<file path="src/rtl/act_ctrl_pkg.sv">
// Shared types and defaults for the activation ping-pong controller.
package act_ctrl_pkg;

  localparam int ACT_ADR_W = 10;

  typedef enum logic [1:0] {
    IDLE  = 2'd0,
    RUN   = 2'd1,
    DRAIN = 2'd2,
    DONE  = 2'd3
  } act_state_e;

  typedef logic bank_idx_t;

endpackage

</file>
<file path="src/rtl/act_len_cnt.sv">
// Length-bounded word counter: clear, increment on accept, and cnt==len flags
// for both the current and the next count.
module act_len_cnt
  import act_ctrl_pkg::*;
#(
  parameter int AW = ACT_ADR_W
) (
  input  logic          clk,
  input  logic          rst_n,
  input  logic          clr,
  input  logic          inc,
  input  logic [AW:0]   len,
  output logic [AW-1:0] addr,
  output logic          done,
  output logic          done_next
);

  localparam logic [AW:0] ONE = 1;

  logic [AW:0] cnt_reg;
  logic [AW:0] cnt_next;

  always_comb begin
    cnt_next = cnt_reg;
    if (clr) begin
      cnt_next = '0;
    end else if (inc) begin
      cnt_next = cnt_reg + ONE;
    end
  end

  always_ff @(posedge clk or negedge rst_n) begin
    if (!rst_n) begin
      cnt_reg <= '0;
    end else begin
      cnt_reg <= cnt_next;
    end
  end

  assign addr      = cnt_reg[AW-1:0];
  assign done      = (cnt_reg == len);
  assign done_next = (cnt_next == len);

endmodule

</file>
<file path="src/rtl/act_pingpong_ctrl.sv">
// Streams one layer's inputs out of src_bank and engine results into the other
// bank of act_unimem, swapping roles per layer. ACT_PP_HOST_LOAD_EN adds host preload ports.
module act_pingpong_ctrl
  import act_ctrl_pkg::*;
#(
  parameter int ACTMEMADRWID = ACT_ADR_W
) (
  input  logic                    clk,
  input  logic                    rst_n,
  input  logic                    layer_start,
  input  logic [ACTMEMADRWID:0]   rd_len,
  input  logic [ACTMEMADRWID:0]   wr_len,
  input  logic                    rd_req,
  output logic                    rd_rdy,
  output logic                    rd_vld,
  input  logic                    wr_vld,
`ifdef ACT_PP_HOST_LOAD_EN
  input  logic                    host_wen,
  input  logic                    host_bank,
  input  logic [ACTMEMADRWID-1:0] host_addr,
`endif
  output logic                    busy,
  output logic                    layer_done,
  output logic                    src_bank,
  output logic                    wr_ovf,
  output logic                    ractmem0ena,
  output logic                    ractmem1ena,
  output logic [ACTMEMADRWID-1:0] ractmem0addr,
  output logic [ACTMEMADRWID-1:0] ractmem1addr,
  output logic                    wactmem0ena,
  output logic                    wactmem1ena,
  output logic [ACTMEMADRWID-1:0] wactmem0addr,
  output logic [ACTMEMADRWID-1:0] wactmem1addr
);

  act_state_e state_reg, state_next;
  bank_idx_t  src_bank_reg;

  logic [ACTMEMADRWID:0]   rd_len_reg, wr_len_reg;
  logic [ACTMEMADRWID-1:0] rd_cnt_addr, wr_cnt_addr;
  logic rd_done, rd_done_next, wr_done, wr_done_next;
  logic start_acc, rd_rdy_c, rd_acc, wr_acc, rd_on;
  logic rd_vld_reg, wr_ovf_reg;

  logic                    host_sel;
  bank_idx_t               host_bank_sel;
  logic [ACTMEMADRWID-1:0] host_adr;

  logic [1:0]                        rd_ena, wr_ena;
  logic [1:0][ACTMEMADRWID-1:0]      rd_addr, wr_addr;

  act_len_cnt #(.AW(ACTMEMADRWID)) u_rd_cnt (
    .clk       (clk),
    .rst_n     (rst_n),
    .clr       (start_acc),
    .inc       (rd_acc),
    .len       (rd_len_reg),
    .addr      (rd_cnt_addr),
    .done      (rd_done),
    .done_next (rd_done_next)
  );

  act_len_cnt #(.AW(ACTMEMADRWID)) u_wr_cnt (
    .clk       (clk),
    .rst_n     (rst_n),
    .clr       (start_acc),
    .inc       (wr_acc),
    .len       (wr_len_reg),
    .addr      (wr_cnt_addr),
    .done      (wr_done),
    .done_next (wr_done_next)
  );

  // RUN ends on the cycle that accepts the last word, so the read-data return
  // cycle lands in DRAIN and layer_done follows two cycles after that accept.
  always_comb begin
    state_next = state_reg;
    start_acc  = (state_reg == IDLE) && layer_start;
    rd_rdy_c   = (state_reg == RUN) && !rd_done;
    rd_acc     = rd_req && rd_rdy_c;
    wr_acc     = (state_reg == RUN) && wr_vld && !wr_done;
    rd_on      = ((state_reg == RUN) || (state_reg == DRAIN)) && (rd_len_reg != '0);
    case (state_reg)
      IDLE:    if (layer_start) state_next = RUN;
      RUN:     if (rd_done_next && wr_done_next) state_next = DRAIN;
      DRAIN:   state_next = DONE;
      DONE:    state_next = IDLE;
      default: state_next = IDLE;
    endcase
  end

  always_ff @(posedge clk or negedge rst_n) begin
    if (!rst_n) begin
      state_reg <= IDLE;
    end else begin
      state_reg <= state_next;
    end
  end

  always_ff @(posedge clk or negedge rst_n) begin
    if (!rst_n) begin
      rd_len_reg   <= '0;
      wr_len_reg   <= '0;
      src_bank_reg <= 1'b0;
      rd_vld_reg   <= 1'b0;
      wr_ovf_reg   <= 1'b0;
    end else begin
      rd_vld_reg <= rd_acc;
      if (start_acc) begin
        rd_len_reg <= rd_len;
        wr_len_reg <= wr_len;
        wr_ovf_reg <= 1'b0;
      end else if ((state_reg == RUN) && wr_vld && wr_done) begin
        wr_ovf_reg <= 1'b1;
      end
      if (state_reg == DONE) begin
        src_bank_reg <= ~src_bank_reg;
      end
    end
  end

`ifdef ACT_PP_HOST_LOAD_EN
  assign host_sel      = (state_reg == IDLE) && host_wen;
  assign host_bank_sel = host_bank;
  assign host_adr      = host_addr;
`else
  assign host_sel      = 1'b0;
  assign host_bank_sel = 1'b0;
  assign host_adr      = '0;
`endif

  // Engine writes only occur in RUN and host writes only in IDLE, so they never collide.
  for (genvar gi = 0; gi < 2; gi++) begin : g_bank
    logic eng_hit, host_hit;
    assign rd_ena[gi]  = rd_on && (src_bank_reg == 1'(gi));
    assign rd_addr[gi] = rd_ena[gi] ? rd_cnt_addr : '0;
    assign eng_hit     = wr_acc && (src_bank_reg != 1'(gi));
    assign host_hit    = host_sel && (host_bank_sel == 1'(gi));
    assign wr_ena[gi]  = eng_hit || host_hit;
    assign wr_addr[gi] = eng_hit ? wr_cnt_addr : (host_hit ? host_adr : '0);
  end

  assign rd_rdy       = rd_rdy_c;
  assign rd_vld       = rd_vld_reg;
  assign busy         = (state_reg != IDLE);
  assign layer_done   = (state_reg == DONE);
  assign src_bank     = src_bank_reg;
  assign wr_ovf       = wr_ovf_reg;
  assign ractmem0ena  = rd_ena[0];
  assign ractmem1ena  = rd_ena[1];
  assign ractmem0addr = rd_addr[0];
  assign ractmem1addr = rd_addr[1];
  assign wactmem0ena  = wr_ena[0];
  assign wactmem1ena  = wr_ena[1];
  assign wactmem0addr = wr_addr[0];
  assign wactmem1addr = wr_addr[1];

endmodule

</file>
<file path="config.mk">
export PLATFORM = sky130hd
export DESIGN_NAME = act_pingpong_ctrl
export DESIGN_NICKNAME = d
export VERILOG_FILES = /design/src/rtl/act_ctrl_pkg.sv /design/src/rtl/act_len_cnt.sv /design/src/rtl/act_pingpong_ctrl.sv
export SDC_FILE = /design/constraint.sdc
export NUM_CORES = 1
export LEC_CHECK = 0
export BUFFER_PORTS_ARGS = -buffer_cell sky130_fd_sc_hd__buf_2
export CORE_ASPECT_RATIO = 1.1
export CORE_UTILIZATION = 50
export DETAILED_ROUTE_END_ITERATION = 10
export PLACE_DENSITY = 0.84
export SLEW_MARGIN = 20
export SYNTH_ARGS = -nofsm -noshare
export SYNTH_HDL_FRONTEND = slang
export SYNTH_HIERARCHICAL = 1
export SYNTH_SLANG_ARGS = --single-unit
export TNS_END_PERCENT = 20
</file>
<file path="constraint.sdc">
create_clock -name clk -period 7.2 [get_ports clk]
set_input_delay 1.44 -clock clk [delete_from_list [all_inputs] [get_ports clk]]
set_output_delay 1.44 -clock clk [all_outputs]
set_load 0.005 [all_outputs]
</file>
==> After elaboration in Yosys (flattened, before gate mapping) <==
Cells that the tools add are included.
{ "classes": {"n_mul": 0, "n_shift": 0, "div_mod_pow": 0, "n_eq_ne": 9, "magnitude_cmp": 0, "bitwise": 1, "addsub": 2, "mux": 13, "n_reduce_logical": 20} }
{ "ops": {"columns": ["cell", "n"], "rows": [
  ["11-bit equality test", 4],
  ["11-bit two-way mux", 4],
  ["10-bit two-way mux", 4],
  ["11-bit by 1-bit adder with 11-bit output, second input constant", 2],
  ["1-bit logical AND", 12],
  ["11-bit nonzero test", 1],
  ["2-bit case mux with 4 select lines", 1],
  ["2-bit equality test, second input constant", 2],
  ["2-bit two-way mux", 2],
  ["2-bit nonzero test", 2],
  ["2-bit by 1-bit equality test with 1-bit output, second input constant", 1],
  ["1-bit logical NOT", 2],
  ["2-bit logical NOT", 1],
  ["1-bit two-way mux", 2],
  ["2-bit by 1-bit inequality test with 1-bit output, second input constant", 1],
  ["2-bit inequality test, second input constant", 1],
  ["2-bit AND reduction", 1],
  ["1-bit logical OR", 1],
  ["1-bit NOT", 1]
]} }
{ "totals": {"ram_bits": 0, "reg_bits": 49, "input_bits": 27, "latchBits": 0, "memories": 0, "word_cells": 53, "mem_bits_ro": 0} }

==> Depth between registers and ports, before layout <==
Gate-level depths: netlist (run 1).
{ "depth": {"word_depth": 10, "ltp_mapped": 16, "depth_no_buf": 14} }

==> By module <==
The synthesis (run 1) kept the hierarchy.
{ "by_module_without_submodules": {"columns": ["module", "cells_per_inst", "area_per_inst_um2", "seq_area_each_um2", "n_inst"], "rows": [
  ["act_len_cnt", 109, 958.4, 275.3, 2],
  ["act_pingpong_ctrl", 138, 1506.4, 675.6, 1]
]} }

==> Worst setup path after synthesis (run 1) <==
No wires, ideal clock.
{ "synth_timing": {"path_type": "input -> register", "start": "input wr_vld", "end": "register state_reg[1]", "slack_ns": 3.245, "setup_time_ns": 0.125, "stages": 12, "arrival_ns": 3.831, "n_path_buf": 1, "t_required_ns": 7.075, "cell_sequence": "nand2_1 nor2_1 buf_4 nand4_2 or3_2 a21oi_1 xor2_1 or3b_1 nor4b_2 nand2_1 a2bb2oi_1 mux2_2"} }
{ "synth_between": {"elab_chain_len": 8} }
{ "synth_lines": {"columns": ["item", "line_no", "source"], "rows": [
  ["from (decl)", "act_pingpong_ctrl.sv:16", "input logic wr_vld,"],
  ["1-bit logical AND (2 in a row)", "act_pingpong_ctrl.sv:81", "wr_acc = (state_reg == RUN) && wr_vld && !wr_done;"],
  ["net wr_acc", "act_pingpong_ctrl.sv:42", "logic start_acc, rd_rdy_c, rd_acc, wr_acc, rd_on;"],
  ["11-bit two-way mux", "act_len_cnt.sv:27", "end else if (inc) begin"],
  ["11-bit two-way mux", "act_len_cnt.sv:25", "if (clr) begin"],
  ["net u_wr_cnt.cnt_next[5]", "act_len_cnt.sv:21", "logic [AW:0] cnt_next;"],
  ["11-bit equality test", "act_len_cnt.sv:42", "assign done_next = (cnt_next == len);"],
  ["net wr_done_next", "act_pingpong_ctrl.sv:41", "logic rd_done, rd_done_next, wr_done, wr_done_next;"],
  ["1-bit logical AND", "act_pingpong_ctrl.sv:85", "RUN: if (rd_done_next && wr_done_next) state_next = DRAIN;"],
  ["2-bit by 1-bit inequality test with 1-bit output (no source line)", null, null],
  ["2-bit AND reduction (no source line)", null, null],
  ["to (signal assigned)", "act_pingpong_ctrl.sv:96", "state_reg <= state_next;"],
  ["to (decl)", "act_pingpong_ctrl.sv:36", "act_state_e state_reg, state_next;"]
]} }
The timed path passes the listed nets, and every way through them passes these cells.
A chain may end at the register's enable or synchronous reset.

==> Final worst setup path (run 1) <==
{ "layout_timing": {"start": "input layer_start", "end": "register state_reg[1]"} }
{ "layout_between": {"elab_chain_len": 6, "elab_cells_between_ends": 9, "classes_between": "eq/ne (4); mux (2); reduce/logical (3)"} }
{ "layout_lines": {"columns": ["item", "line_no", "source"], "rows": [
  ["from (decl)", "act_pingpong_ctrl.sv:10", "input logic layer_start,"],
  ["1-bit logical AND", "act_pingpong_ctrl.sv:78", "start_acc = (state_reg == IDLE) && layer_start;"],
  ["net start_acc", "act_pingpong_ctrl.sv:42", null],
  ["11-bit two-way mux", "act_len_cnt.sv:25", null],
  ["net u_wr_cnt.cnt_next[2]", "act_len_cnt.sv:21", null],
  ["11-bit equality test", "act_len_cnt.sv:42", null],
  ["net wr_done_next", "act_pingpong_ctrl.sv:41", null],
  ["1-bit logical AND", "act_pingpong_ctrl.sv:85", null],
  ["2-bit by 1-bit inequality test with 1-bit output (no source line)", null, null],
  ["2-bit AND reduction (no source line)", null, null]
]} }
The timed path passes the listed nets, and every way through them passes these cells.

==> results of run 1 <==
[power by group through the flow]
stage | sequential [uW] | combinational, uW | clock (uW)
3_5_place_dp | 519 | 512 | 0
3_3_place_gp | 511 | 493 | 0
4_1_cts | 513 | 514 | 164
2_1_floorplan | 465 | 450 | 0
6_report | 516 | 515 | 161
5_1_grt | 530 | 572 | 172
[synth_stat cells, types with 10 or more instances]
master	n	share of area, %
and2_1	21	3.8
nor3_1	18	2.6
mux2_2	27	8.9
xnor2_1	34	8.7
o21ai_0	14	2.0
dfrtp_1	49	36
buf_4	22	4.8
buf_2	10	1.5
nand4_1	14	2.6
nor2_1	25	2.7
nand2_1	20	2.2
xor2_1	11	2.8
inv_1	10	1.1
[cell families (layout without fill, tap and decap cells)]
| kind of cell | count (synthesis) | after routing |
|---|---|---|
| buffers and inverters | 46 | 94 |
| AND/OR/NAND/NOR | 144 | 144 |
| adder cells (fa/ha/maj) | 7 | 7 |
| multiplexers | 32 | 32 |
| XOR/XNOR | 45 | 45 |
| AO/OA/AOI/OAI | 33 | 33 |
| flip-flops | 49 | 49 |
[worst max-delay path: cells and delay by family]
kind / cells / cell delay, ps
AND/OR/NAND/NOR: 5 / 1350
buffers and inverters: 2 / 860
multiplexers: 2 / 690
AO/OA/AOI/OAI: 2 / 370
XOR/XNOR: 1 / 140
[through the flow]
stage          power [uW]  utilization (%)  std cells
5_1_grt              1270             56.8        486
3_5_place_dp         1030             55.5        478
6_report             1190             56.8        486
2_1_floorplan         915                -        356
3_3_place_gp         1000             55.5        478
4_1_cts              1190             56.8        486
[how the worst max path moves through the flow]
stage,end,slack (ps)
2_1_floorplan,state_reg[1],3240
3_3_place_gp,state_reg[1],2050
3_5_place_dp,state_reg[1],1920
4_1_cts,state_reg[1],2250
5_1_grt,state_reg[1],2190
6_report,state_reg[1],2550
[final cells by class]
| type | instances | area (sq um) | area share (%) |
|---|---|---|---|
| clock buffer | 7 | 76.3 | 2.04 |
| multi-input combinational | 261 | 1910 | 51.1 |
| tap | 82 | 103 | 2.74 |
| timing repair buffer | 76 | 383 | 10.2 |
| sequential | 49 | 1230 | 32.7 |
| clock inverter | 1 | 7.51 | 0.200 |
| inverter | 10 | 37.5 | 1.00 |
[per-layer routing]
| layer | vias to the layer above | GRT usage [%] |
|---|---|---|
| met5 | - | 0 |
| met4 | 0 | 7.95 |
| met3 | 10 | 4.23 |
| met2 | 108 | 35.8 |
| met1 | 1320 | 29.4 |
| li1 | 1299 | - |
==> flow_summary.ini, run 1 <==
[run_status]
status = finished, final reports clean

[grt]
antenna_found_initial = 0
overflow = 0
track_usage_pct = 22.1
grt_pass1_wl_mm = 12.0
grt_start_max_net_pins = 50
grt_pass1_vias = 2471

[setup_path]
crit_path_start_kind = input port
cp_slowest_cell = inv_2
r2r_start = state_reg[0]
cp.arrival_ps = 4850
r2r_slack_ps = 3050
end_kind = flop
crit_required_ps = 7400
reg2regPathDepth = 13
crit_start = layer_start
path_cells = buf_2, nand2_1, inv_2, nor2b_1, mux2_2, xnor2_1, o41ai_1, nor4_1, nor4b_2, nand2_1, a2bb2oi_1, mux2_2
rr_endpoint = state_reg[1]
cp_max_fo = 41
critPathKind = input port to flop
max_stage_delay_ps = 770

[final_layout]
syn2layout_area_growth_pct = 9.47
final_common_cell = buf_2
n_antenna_cell = 0
fin_area_sq_mm = 0.00375
fill_cells = 589
drive_gt1_share_pct = 33.9
layout_common_cells = buf_2, dfrtp_1, xnor2_1, mux2_2, nor2_1
nets = 437

[drt]
via_count = 2737
route.detailed.drc = 0
wl_met1_mm = 3.28
wl_per_cell_microns = 15.5
wl_mm = 7.54
vias_per_cell = 5.63
drtAntennaViolNets = 0
dr_wl_met3_microns = 515
wl_met2_mm = 3.64
drtIter0Drc = 224
first_pass_iters = 4
top_layer = met4

[synthesis]
synth-seq-cells = 49
syn_area_sq_mm = 0.00342
synth_top_family_by_area = simple AND/OR/NAND/NOR gates
ys_async_sr_fraction_pct = 100
synth_compound_area_share_pct = 6.10
yosysSeqAreaShare_pct = 35.8
synth_xor_area_share_pct = 11.5
synthFlopType = dfrtp_1
ys_types = 41
syn_area_per_cell_sq_um = 9.62
ys_warn_count = 6
synth-adder-area-share_pct = 2.56
synth_mux_area_share_pct = 10.3
syn_nets = 390
yosys.area_share.simple_pct = 25.4
syn_inst = 356
synth_edf_count = 0

[cts]
post_cts_resized = 0
cts-buffers-inserted = 5
clk_pin_slew_ps = 90
tritoncts = yes
holdBufCountCts = 0
cts.sinks = 49
cts_setup_buffers = 0
ctsLongestPathBuffers = 2
cts-root-buf = clkbuf_8
insertion_delay_ps = 310
htree_levels = 2

[floorplanning]
ios = 77
die_area_sq_mm = 0.00718
fp-row-count = 31
core_sq_mm = 0.00659
die_w_microns = 80.9
dieHeight_microns = 88.8
start_util_pct = 51.9

[power_and_ir_drop]
p_seq_share_pct = 43.3
p_sw_share_pct = 41.5
power_density_mw_per_mm2 = 318
power_frac_clock_pct = 13.5
cellLeakagePower_uw = 0.00172
vdd_drop_max_mv = 0.173
p_sw_uw = 494
combPwrFrac_pct = 43.3
p_int_uw = 697

[timing]
finClkSkew_ps = 8.48
maxSlewHeadroom_pct = 34.6
setup_violations = 0
final-max-slew-violation-count = 0
timing.fmax_mhz = 215
period_needed_ps = 4650
fin_setup_tns_ps = 0
fin_ws_ps = 2550
grt_setup_unrepaired = false
hold_violations = 0
post-route-period-util_pct = 64.6
timing.hold.ws_ps = 507
tightest_slew_ps = 978

[hold_path]
min_from = wr_ovf
hold_class = flop to flop
worstHoldPathCells = 2
holdPathEnd = wr_ovf

[placement]
gp_congestion = 0.955
dp_slack_ps = 1920
portBuffers = 76
hpwl_mm = 5.73
placed_area_sq_mm = 0.00366

[job]
cap_violations = 0
Note: power is estimated with default switching activity, not from simulation.
==> run 2: changes to the inputs <==
--- a/config.mk
+++ b/config.mk
@@ -9,7 +9,7 @@
 export CORE_ASPECT_RATIO = 1.1
 export CORE_UTILIZATION = 50
 export DETAILED_ROUTE_END_ITERATION = 10
-export PLACE_DENSITY = 0.84
+export PLACE_DENSITY = 0.87
 export SLEW_MARGIN = 20
 export SYNTH_ARGS = -nofsm -noshare
 export SYNTH_HDL_FRONTEND = slang
==> constraint.sdc (replaced) <==
create_clock -name clk -period 4.05 [get_ports clk]
set_input_delay 0.81 -clock clk [delete_from_list [all_inputs] [get_ports clk]]
set_output_delay 0.81 -clock clk [all_outputs]
set_load 0.005 [all_outputs]
==> flow_summary.ini, run 2 (same netlist as run 1, synthesis figures left out) <==
[final_layout]
final_cells = 497
nets = 448
fill_cells = 568
n_antenna_cell = 0
final_common_cell = buf_2
syn2layout_area_growth_pct = 12.2
layout_common_cells = buf_2, dfrtp_1, xnor2_1, mux2_2, nor2_1
drive_gt1_share_pct = 35.9
fin_area_sq_mm = 0.00384

[setup_path]
reg2regPathDepth = 13
crit_buf_inv = 1
crit_family = simple AND/OR/NAND/NOR gates
path_cells = inv_1, ha_1, nor2b_1, and2_1, nand4_2, or3_2, a21oi_1, xor2_1, or3b_1, nor4b_2, nand2_1, a2bb2oi_1, mux2_2
r2r_start = state_reg[1]
cp_slowest_cell = or3_2
end_kind = flop
cp.arrival_ps = 3940
crit_start = state_reg[1]
cp_max_fo = 6
crit_path_start_kind = flop
max_stage_delay_ps = 490
critPathKind = flop to flop
crit_required_ps = 4250
rr_endpoint = state_reg[1]
r2r_slack_ps = 310

[cts]
cts_setup_buffers = 0
htree_levels = 2
ctsLongestPathBuffers = 2
clk_pin_slew_ps = 100
cts-buffers-inserted = 5
cts.sinks = 49
post_cts_resized = 0
cts-root-buf = clkbuf_8
insertion_delay_ps = 310
holdBufCountCts = 0
tritoncts = yes

[placement]
portBuffers = 76
dp.cells = 489
gp_congestion = 0.961
placed_area_sq_mm = 0.00374
hpwl_mm = 6.19

[power_and_ir_drop]
power_density_mw_per_mm2 = 577
cellLeakagePower_uw = 0.00178
vdd_drop_max_mv = 0.304

[grt]
overflow = 0
grt_pass1_wl_mm = 12.8
track_usage_pct = 23.5
grt_pass1_vias = 2652
grt_start_max_net_pins = 50
antenna_found_initial = 0

[drt]
route.detailed.drc = 0
wl_per_cell_microns = 16.3
drtIter0Drc = 238
wl_mm = 8.09
first_pass_iters = 4
vias_per_cell = 5.67
via_count = 2820
drtAntennaViolNets = 0

[floorplanning]
core_sq_mm = 0.00659
dieHeight_microns = 88.8
fp-row-count = 31
die_w_microns = 80.9
die_area_sq_mm = 0.00718
ios = 77
start_util_pct = 51.9

[timing]
timing.hold.ws_ps = 509
hold_violations = 0
final-max-slew-violation-count = 0
finClkSkew_ps = 9.80
period_needed_ps = 3740
tightest_slew_ps = 923
maxSlewHeadroom_pct = 38.3
timing.fmax_mhz = 267
post-route-period-util_pct = 92.4
setup_violations = 0
fin_setup_tns_ps = 0
grt_setup_unrepaired = false

[job]
cap_violations = 0

[run_status]
status = finished, final reports clean

[hold_path]
hold_class = input port to async pin
## run 2: layout make-up
type                       instances  area [sq um]  area share (%)
inverter                          10          37.5           0.978
clock buffer                       5          68.8            1.79
sequential                        49          1230            31.9
clock inverter                     3          25.0           0.652
timing repair buffer              87           465            12.1
tap                               82           103            2.67
multi-input combinational        261          1910            49.9
## run 2: report_power, final
group          internal [uW]  total [uW]  switching (uW)
logic                    504        1000             497
registers                645         906             260
clock network            126         308             182
total                   1280        2210             940
## run 2: worst max-delay path by stage
stage	endpoint	slack (ps)	depth (start not counted)
final	state_reg[1]	310	13
after global routing	state_reg[1]	60	13
after detailed placement	state_reg[1]	340	12
after floorplan	state_reg[1]	640	16
after global placement	state_reg[1]	420	12
after CTS	state_reg[1]	340	13
## run 2: per-layer routing
layer  part of all wire [%]  GRT usage [%]  vias up
met3                    7.3           4.85       21
li1                       -              -     1323
met4                    2.4           9.58        0
met2                     49           39.0      126
met1                     42           29.8     1350
met5                      0              0        -
## run 2: through the flow
stage / utilization [%] / setup WS (ps) / power, uW
after floorplan: - / 637 / 1630
after global placement: 56.8 / 418 / 1840
after detailed placement: 56.8 / 336 / 1890
after CTS: 58.2 / 338 / 2200
after global routing: 58.2 / 61.7 / 2360
final: 58.2 / 310 / 2210
==> run 3: changes to the inputs <==
--- a/config.mk
+++ b/config.mk
@@ -6,10 +6,13 @@
 export NUM_CORES = 1
 export LEC_CHECK = 0
 export BUFFER_PORTS_ARGS = -buffer_cell sky130_fd_sc_hd__buf_2
+export CELL_PAD_IN_SITES_DETAIL_PLACEMENT = 1
+export CELL_PAD_IN_SITES_GLOBAL_PLACEMENT = 2
 export CORE_ASPECT_RATIO = 1.1
-export CORE_UTILIZATION = 50
+export CORE_UTILIZATION = 30
 export DETAILED_ROUTE_END_ITERATION = 10
-export PLACE_DENSITY = 0.87
+export PLACE_DENSITY = 0.85
+export RECOVER_POWER = 100
 export SLEW_MARGIN = 20
 export SYNTH_ARGS = -nofsm -noshare
 export SYNTH_HDL_FRONTEND = slang
==> flow_summary.ini, run 3 (same netlist as run 1, synthesis figures left out) <==
[run_status]
status = finished with violations
violations = capacitance limit, slew limit

[floorplanning]
die_w_microns = 104
dieHeight_microns = 114
fp-row-count = 40
ios = 77
core_sq_mm = 0.0110
start_util_pct = 31.1
die_area_sq_mm = 0.0118

[drt]
via_count = 2752
vias_per_cell = 4.85
top_layer = met4
drtIter0Drc = 106
drtAntennaViolNets = 0
wl_met2_mm = 4.54
wl_met1_mm = 4.35
first_pass_iters = 4
route.detailed.drc = 0
wl_per_cell_microns = 16.4
wl_mm = 9.29
dr_wl_met3_microns = 282

[setup_path]
crit_path_start_kind = flop
cp.arrival_ps = 4000
crit_required_ps = 4240
critPathKind = flop to flop
path_cells = xnor2_1, nand4_1, nor3_1, nor2_1, buf_4, nand2_1, mux2_1, xnor2_1, o41ai_1, nor4_1, nor4b_2, nand2_1, a2bb2oi_1, mux2_2
max_stage_delay_ps = 480
cp_slowest_cell = dfrtp_1
crit_buf_inv = 1
crit_family = simple AND/OR/NAND/NOR gates
cp_max_fo = 8
end_kind = flop

[cts]
cts.sinks = 49
ctsLongestPathBuffers = 2
cts-buffers-inserted = 5
htree_levels = 2
post_cts_resized = 0
cts-root-buf = clkbuf_16
tritoncts = yes
clk_pin_slew_ps = 70
cts_setup_buffers = 0
insertion_delay_ps = 300
holdBufCountCts = 0

[grt]
grt_pass1_wl_mm = 15.2
track_usage_pct = 16.3
antenna_found_initial = 0
grt_start_max_net_pins = 44
grt_pass1_vias = 2837
overflow = 0

[job]
cap_violations = 1

[final_layout]
nets = 453
final_common_cell = buf_2
n_antenna_cell = 0
drive_gt1_share_pct = 31.0
layout_common_cells = buf_2, dfrtp_1, xnor2_1, nor2_1, mux2_2
final_cells = 567
syn2layout_area_growth_pct = 17.1

[hold_path]
hold_class = flop to flop

[timing]
final-max-slew-violation-count = 44
period_needed_ps = 3810
maxSlewHeadroom_pct = -55.6
hold_violations = 0
fin_setup_tns_ps = 0
setup_violations = 0
finClkSkew_ps = 9.29
post-route-period-util_pct = 94.2
tightest_slew_ps = 2330
timing.fmax_mhz = 262
grt_setup_unrepaired = false

[placement]
dp.cells = 559
gp_congestion = 0.880
portBuffers = 76
hpwl_mm = 7.39

[power_and_ir_drop]
cellLeakagePower_uw = 0.00176
power_density_mw_per_mm2 = 616
vdd_drop_max_mv = 0.184
run 3: changes by cell type in the layout (fill, tap and decap cells not counted), sizes merged:
cell / before / now
clkbuf: 5 / 28
bufinv: 0 / 2
buf: 87 / 69
clkinvlp: 1 / 0
inv: 12 / 11
run 3: worst register-to-register path: cells and delay by family (launching register included):
| family | cells | cell delay, ps |
|---|---|---|
| AO/OA/AOI/OAI | 2 | 390 |
| buffers and inverters | 1 | 190 |
| flip-flops | 1 | 480 |
| XOR/XNOR | 2 | 400 |
| AND/OR/NAND/NOR | 7 | 1520 |
| multiplexers | 2 | 730 |
run 3: layer usage:
layer	GRT usage (%)	vias to the layer above
met1	21.1	1362
met5	0	-
met2	28.3	55
met4	4.67	0
met3	2.34	8
li1	-	1327
run 3: area by class of cell:
cell class              instances  area [sq um]
clock buffers                   5           125
clock inverters                 3          68.8
fillers                      1306          7000
inverters                      10          37.5
multi-input cells             261          1900
flip-flops and latches         49          1230
well taps                     147           184
repair buffers                 92           467
run 3: path summary, 6_finish.rpt:
| check | slack (ps) | cells past startpoint | startpoint | end |
|---|---|---|---|---|
| hold reg to reg | 540 | 2 | wr_ovf | wr_ovf |
| hold / removal | 540 | 2 | wr_ovf | wr_ovf |
| max in group asynchronous | 1500 | 1 | rst_n | rd_len_reg[2] |
| setup / recovery | 240 | 14 | u_wr_cnt/cnt_reg[9] | state_reg[1] |
| setup reg to reg | 240 | 14 | u_wr_cnt/cnt_reg[9] | state_reg[1] |
| min in group asynchronous | 1210 | 1 | rst_n | u_wr_cnt/cnt_reg[2] |
run 3: power by group:
group	total (uW)	switching, uW	leakage, uW	internal (uW)
clock network	553	197	0.0000944	356
logic	1020	518	0.00104	505
registers	896	249	0.000626	646
total	2470	964	0.00176	1510
run 3: stage by stage:
step / setup slack, ps / utilization (%) / hold WS, ps / power (uW) / instance area [sq um]
after global routing: 38.0 / 36.4 / 592 / 2630 / 4010
after CTS: 225 / 36.8 / 549 / 2530 / 4060
after floorplan: 637 / - / 486 / 1630 / 3420
after global placement: 328 / 35.1 / 512 / 1910 / 3860
final: 237 / 36.4 / 540 / 2470 / 4010
after detailed placement: 248 / 35.1 / 533 / 1960 / 3860
